**config.mk**
```make
export PLATFORM = sky130hd
export DESIGN_NAME = counter_snapshot_fifo
export DESIGN_NICKNAME = d
export VERILOG_FILES = /design/src/rtl/counter_snapshot_fifo.sv
export SDC_FILE = /design/constraint.sdc
export NUM_CORES = 1
export LEC_CHECK = 0
export BUFFER_PORTS_ARGS = -buffer_cell sky130_fd_sc_hd__buf_2
export CORE_ASPECT_RATIO = 0.7
export CORE_MARGIN = 1
export CORE_UTILIZATION = 35
export DETAILED_ROUTE_END_ITERATION = 8
export PLACE_DENSITY = 0.5
export SYNTH_ARGS = -nofsm -noshare
export SYNTH_HDL_FRONTEND = slang
export SYNTH_SLANG_ARGS = --single-unit
```
**constraint.sdc**
```tcl
create_clock -name Clk -period 12.48 [get_ports Clk]
set_input_delay 0.624 -clock Clk [delete_from_list [all_inputs] [get_ports Clk]]
set_output_delay 0.624 -clock Clk [all_outputs]
set_load 0.05 [all_outputs]
```
**src/rtl/counter_snapshot_fifo.sv**
```systemverilog
// Snapshot FIFO for a dual 64-bit counter: each Trig captures {Cnt1, Cnt0} coherently,
// and each entry drains as four 32-bit words over a valid/ready port.
module counter_snapshot_fifo #(
   parameter int unsigned DEPTH = 4,
   parameter int unsigned AW    = 2
) (
   input  logic          Clk,
   input  logic          Reset,
   input  logic [63:0]   Cnt0,
   input  logic [63:0]   Cnt1,
   input  logic          Trig,
   input  logic          Clr,
   input  logic          RdReady,
   output logic [31:0]   RdData,
   output logic          RdValid,
   output logic          RdLast,
   output logic [AW:0]   Count,
   output logic          Full,
   output logic          Empty,
   output logic          Overflow
);

   localparam logic [AW:0] FULL_COUNT = (AW+1)'(DEPTH);

   logic [127:0]  mem [DEPTH];
   logic [AW-1:0] wr_ptr;
   logic [AW-1:0] rd_ptr;
   logic [AW:0]   count;
   logic [1:0]    wi;
   logic          overflow;
   logic          xfer;
   logic          pop;
   logic          push;
   logic [127:0]  head;

   assign Count    = count;
   assign Empty    = (count == '0);
   assign Full     = (count == FULL_COUNT);
   assign RdValid  = !Empty;
   assign RdLast   = RdValid && (wi == 2'd3);
   assign Overflow = overflow;

   assign xfer = RdValid && RdReady;
   assign pop  = xfer && (wi == 2'd3);
   // A full FIFO still accepts a push when the head entry leaves on the same edge.
   assign push = Trig && (!Full || pop);

   assign head = mem[rd_ptr];

   always_comb begin
      RdData = '0;
      if (!Empty) begin
         case (wi)
            2'd0:    RdData = head[31:0];
            2'd1:    RdData = head[63:32];
            2'd2:    RdData = head[95:64];
            default: RdData = head[127:96];
         endcase
      end
   end

   always_ff @(posedge Clk) begin
      if (push) mem[wr_ptr] <= {Cnt1, Cnt0};
   end

   always_ff @(posedge Clk or negedge Reset) begin
      if (!Reset) begin
         wr_ptr   <= '0;
         rd_ptr   <= '0;
         count    <= '0;
         wi       <= '0;
         overflow <= 1'b0;
      end else begin
         if (push) wr_ptr <= wr_ptr + AW'(1);
         if (pop)  rd_ptr <= rd_ptr + AW'(1);
         // Two-bit word index wraps 3 -> 0 exactly when the entry pops.
         if (xfer) wi <= wi + 2'd1;
         if (push && !pop)      count <= count + (AW+1)'(1);
         else if (pop && !push) count <= count - (AW+1)'(1);
         if (Trig && !push) overflow <= 1'b1;
         else if (Clr)      overflow <= 1'b0;
      end
   end

endmodule

```
-- After elaboration in Yosys (flattened, before gate mapping)
Memory sizes are Yosys's and may differ from the RTL's.
Index checks and enable logic that the tools add are counted.
- add/subtract/negate cells: 5
- equality and inequality tests: 4
- multiplexer cells: 8
- reductions and logical operators: 16
- operators by type and width (operator ; number):
    $pmux 32 s3 ; 1
    $mux 32 ; 1
    $logic_and 1x1->1 ; 7
    $add 2x1->2 const B ; 3
    $mux 3 ; 2
    $eq 2x2->1 const B ; 2
    $logic_not 1->1 ; 4
    $mux 1 ; 4
    $reduce_bool 2->1 ; 2
    $add 3x1->3 const B ; 1
    $eq 3x3->1 const B ; 1
    $logic_not 3->1 ; 1
    $sub 3x1->3 const B ; 1
    $eq 2x1->1 const B ; 1
    $logic_not 2->1 ; 1
    $logic_or 1x1->1 ; 1
- bits in registers: 10
- RAM bits: 512
- bits of input ports: 133
- output and inout bits: 40
- word-level logic and storage cells: 39
- memories: 1
- memories (memory ; depth ; bits a word ; rd ports ; clocked after memory_dff ; wr ports ; line ; RTL):
    mem ; 4 ; 128 ; 1 ; 0 ; 1 ; 25 ; logic [127:0] mem [DEPTH];

-- Logic depth before layout (Yosys ltp)
- depth in word-level cells: 10
- depth in mapped cells: 9
- depth with buffers taken out: 9

-- Least setup slack after synthesis
Ideal clock, no wire load.
- kind: register to register
- from: reg count[0], in the netlist Count[0]
- to: mem mem[0][0] (enable)
- library setup time: 0.502 ns
- arrival: 4.560 ns
- data required time: 11.978 ns
- setup slack: 7.418 ns
- cell stages (with the launch flop): 4
- buffers on the path: 0
- period minus slack after synthesis: 5.062 ns
- path through: dfrtp_1 > nor3b_1 > a21boi_1 > and2_1
- elaborated cells between the ends (all ways): 10
- classes of those cells: eq/ne (1); mux (2); reduce/logical (7)
- RTL lines (item ; line ; RTL):
    start: declaration ; 28 ; logic [AW:0] count;
    start signal: assignment ; 78 ; if (push && !pop) count <= count + (AW+1)'(1);
    start signal: assignment ; 79 ; else if (pop && !push) count <= count - (AW+1)'(1);
    $eq 3x3->1 ; 38 ; assign Full = (count == FULL_COUNT);
    named net Full ; 18 ; output logic Full,
    $logic_not 1->1 ; 46 ; assign push = Trig && (!Full || pop);
    $logic_or 1x1->1 ; 46 ;
    $logic_and 1x1->1 ; 46 ;
    named net push ; 33 ; logic push;
    $mux 1 ; 63 ; if (push) mem[wr_ptr] <= {Cnt1, Cnt0};
    $mux 1 (not written as such) ; 63 ;
    end: declaration ; 25 ;
The timed path passes the listed nets, and every way through them passes these cells.

-- Worst setup path in the final report
- from: reg rd_ptr[1]
- to: out RdData[13]
- cells in the longest elaborated chain, start to end: 3
- RTL lines (item ; line ; RTL):
    start: declaration ; 27 ; logic [AW-1:0] rd_ptr;
    start signal: assignment ; 75 ; if (pop) rd_ptr <= rd_ptr + AW'(1);
    $mem_v2 4x128 ; - ;
    $pmux 32 s3 ; 53 ; case (wi)
    $mux 32 ; 52 ; if (!Empty) begin
    end: declaration ; 14 ; output logic [31:0] RdData,
No other way between the ends.

==> flow_metrics.tcl <==
set metrics [dict create \
    wl_um 48100 \
    crit_type "reg -> out" \
    cts_root_buffer "clkbuf_16" \
    yosysWarnings 0 \
    worstMarginPinSlew_ns 1.17 \
    slowest_delay_ns 1.08 \
    required_ns 11.86 \
    syn_area_sq_um 20400 \
    whs_path_depth 2 \
    timing.setup.tns_ns 0 \
    htree_num_levels 2 \
    power_frac_comb 0.355 \
    coreArea_sq_um 57300 \
    wl_per_cell_um 23.0 \
    cts_setup_buffers 0 \
    hpwl_um 27200 \
    grt_start_max_net_pins 64 \
    dr.pass1.iters 5 \
    ys_ff_latch 522 \
    die_x_um 291 \
    final_common_cell "edfxtp_1" \
    drt-vias-per-instance 5.05 \
    finalSetupViolCount 0 \
    slew_headroom 0.221 \
    layout_common_cells "edfxtp_1 (512), buf_2 (172), mux2i_1 (154)" \
    dieArea_sq_um 59400 \
    dp_slack_ns 8.61 \
    r2r_slack_ns 8.74 \
    slew_violations 0 \
    r2r_cells 6 \
    cts.sinks 522 \
    gr-total-overflow 0 \
    ys_types 36 \
    drc 0 \
    clk_pin_slew_ns 0.06 \
    cp-start-kind "flip-flop" \
    fillers 5128 \
    hold_path_end "Overflow$_DFFE_PN0P_" \
    cp_cell_sequence "buf_4 -> mux2i_1 -> o22ai_1 -> a2111oi_2 -> a21oi_1 -> buf_2" \
    finalClockSkew_ns 0.0203 \
    drt-initial-drc-count 798 \
    critical_path_buf_inv_count 2 \
    cellLeakagePower_nw 8.13 \
    grt_pass1_wl_um 71100 \
    cp_slowest_cell "dfrtp_4" \
    postCtsResizedCells 0 \
    cts-buffers-inserted 53 \
    drive_gt1_frac 0.252 \
    worstHoldStart "Clr" \
    min_period_ns 4.43 \
    crit_family "buffers and inverters" \
    initial_utilization 0.357 \
    intPower_mw 3.84 \
    grt_pass1_vias 10652 \
    area_delta_synth_final_pct 15.6 \
    portBuffers 172 \
    end_kind "output port" \
    rsz0062_at_grt "false" \
    seqPwrFrac 0.402 \
    avgSynthCellArea_sq_um 18.3 \
    switching_share 0.378 \
    syn_nets 1260 \
    max_freq_ghz 0.226 \
    hold_violations 0 \
    cp_data_arrival_time_ns 3.81 \
    status "finished clean" \
    seq_area_sq_um 15600 \
    r2r-start "wi[0]$_DFFE_PN0P_" \
    ys_seq_area_frac 0.764 \
    grt_usage 0.162 \
    clk_latency_ns 0.60 \
    num_rows 73 \
    finalNetCount 1438 \
    postRouteAntennaNets 0 \
    syn_inst 1116 \
    switchingPower_mw 2.33 \
    dr_total_vias 10545 \
    timing.final.ws_setup_ns 8.05 \
    crit_start "rd_ptr[1]$_DFFE_PN0P_" \
    hold_path.class "in -> reg" \
    multiInputGateArea_sq_um 4420 \
    cp_max_fo 63 \
    antenna_found_initial 14 \
    fp.dieH_um 204 \
    rr_endpoint "mem[0][67]$_DFFE_PP_" \
    pwr-share-clk 0.243 \
    gp_congestion 0.703 \
    peakVddDrop_uv 167 \
    clockBufferDepth 3 \
    cap_violations 0 \
    min_period_over_period 0.355 \
    powerDensity_nw_per_um2 261 \
    cts_tree "done" \
    pin_count 173 \
]
## cells in the mapped netlist
| master | count | area (sq um) |
|---|---|---|
| xnor2_1 | 5 | 43.8 |
| a211o_1 | 1 | 8.76 |
| xor2_1 | 2 | 17.5 |
| dfrtp_1 | 10 | 250 |
| nor2b_1 | 1 | 6.26 |
| nand3b_1 | 1 | 7.51 |
| clkbuf_1 | 18 | 67.6 |
| mux4_2 | 34 | 766 |
| nor2_1 | 62 | 233 |
| nand3_1 | 34 | 170 |
| a32oi_1 | 1 | 8.76 |
| edfxtp_1 | 512 | 15400 |
| fa_1 | 1 | 20.0 |
| nand2b_1 | 2 | 12.5 |
| a22oi_1 | 1 | 7.51 |
| nand4_1 | 2 | 12.5 |
| mux2_2 | 2 | 22.5 |
| and3b_1 | 1 | 8.76 |
| mux2i_1 | 154 | 1540 |
| nand2_1 | 7 | 26.3 |
| o211ai_1 | 1 | 7.51 |
| o22ai_1 | 30 | 188 |
| nor3b_1 | 1 | 7.51 |
| ha_1 | 10 | 125 |
| o21ai_0 | 67 | 335 |
| and2_1 | 5 | 31.3 |
| nor3_1 | 1 | 5.00 |
| a2111oi_2 | 30 | 450 |
| buf_2 | 25 | 125 |
| a211oi_1 | 1 | 7.51 |
| a21boi_1 | 1 | 7.51 |
| buf_4 | 13 | 97.6 |
| inv_1 | 7 | 26.3 |
| buf_6 | 9 | 101 |
| clkinv_1 | 1 | 3.75 |
| a21oi_1 | 63 | 315 |
## kinds of logic after synthesis
logic type               after synthesis  share of synthesized area
AO/OA/AOI/OAI                        196                     0.0654
AND/OR/NAND/NOR                      117                     0.0255
buffers and inverters                 73                     0.0206
adder cells (fa/ha/maj)               11                    0.00710
flip-flops                           522                      0.764
multiplexers                         190                      0.114
XOR/XNOR                               7                    0.00300
## sequential cells by signal, summed over array words and instances, names as in the netlist
name and count:
wr_ptr 2, mem 512, Overflow 1, rd_ptr 2
Count 3, wi 2
## worst max-delay path by stage
stage	slack, ns	end	cells after the start
floorplan	7.42	mem[0][0]$_DFFE_PP_	3
global placement	8.61	RdData[13]	6
detailed placement	8.61	mem[0][62]$_DFFE_PP_	6
CTS	7.98	RdData[11]	6
global route	7.84	RdData[14]	6
finish	8.05	RdData[13]	6
## per-stage QoR
| step | util | power (mW) | instances | instance area (sq um) | hold WS (ns) |
|---|---|---|---|---|---|
| after floorplan | - | 4.14 | 1116 | 20400 | 0.328 |
| final | 0.413 | 6.17 | 2089 | 23600 | 0.223 |
| after detailed placement | 0.384 | 4.76 | 1988 | 22000 | 0.517 |
| after CTS | 0.413 | 6.27 | 2086 | 23600 | 0.193 |
| after global placement | 0.384 | 4.75 | 1988 | 22000 | 0.492 |
| after global routing | 0.413 | 6.47 | 2086 | 23600 | 0.218 |
## area by class of cell
type | instances | area share
flip-flops and latches | 522 | 0.661
multi-input cells | 521 | 0.187
clock buffers | 68 | 0.0594
repair buffers | 188 | 0.0416
well taps | 750 | 0.0397
clock inverters | 29 | 0.00932
inverters | 8 | 0.00127
diodes | 3 | 0.000318
## power groups by stage
stage	sequential, mW	combinational, mW	clock, mW
2_1_floorplan	2.48	1.67	0
3_3_place_gp	2.51	2.23	0
3_5_place_dp	2.52	2.23	0
4_1_cts	2.49	2.24	1.55
5_1_grt	2.52	2.35	1.60
6_report	2.48	2.19	1.50
## metal layers
metal / vias to the layer above / part of all wire / global-route usage
li1: 4827 / - / -
met1: 5418 / 0.48 / 0.237
met2: 208 / 0.44 / 0.244
met3: 76 / 0.055 / 0.0380
met4: 16 / 0.016 / 0.0408
met5: - / 0.0023 / 0
## timing repair
action	4_1_cts	5_1_grt
hold buffers	1	0
setup endpoints to repair	0	0
hold endpoints to repair	10	0
No activity file was read; power rests on OpenSTA's default activity.
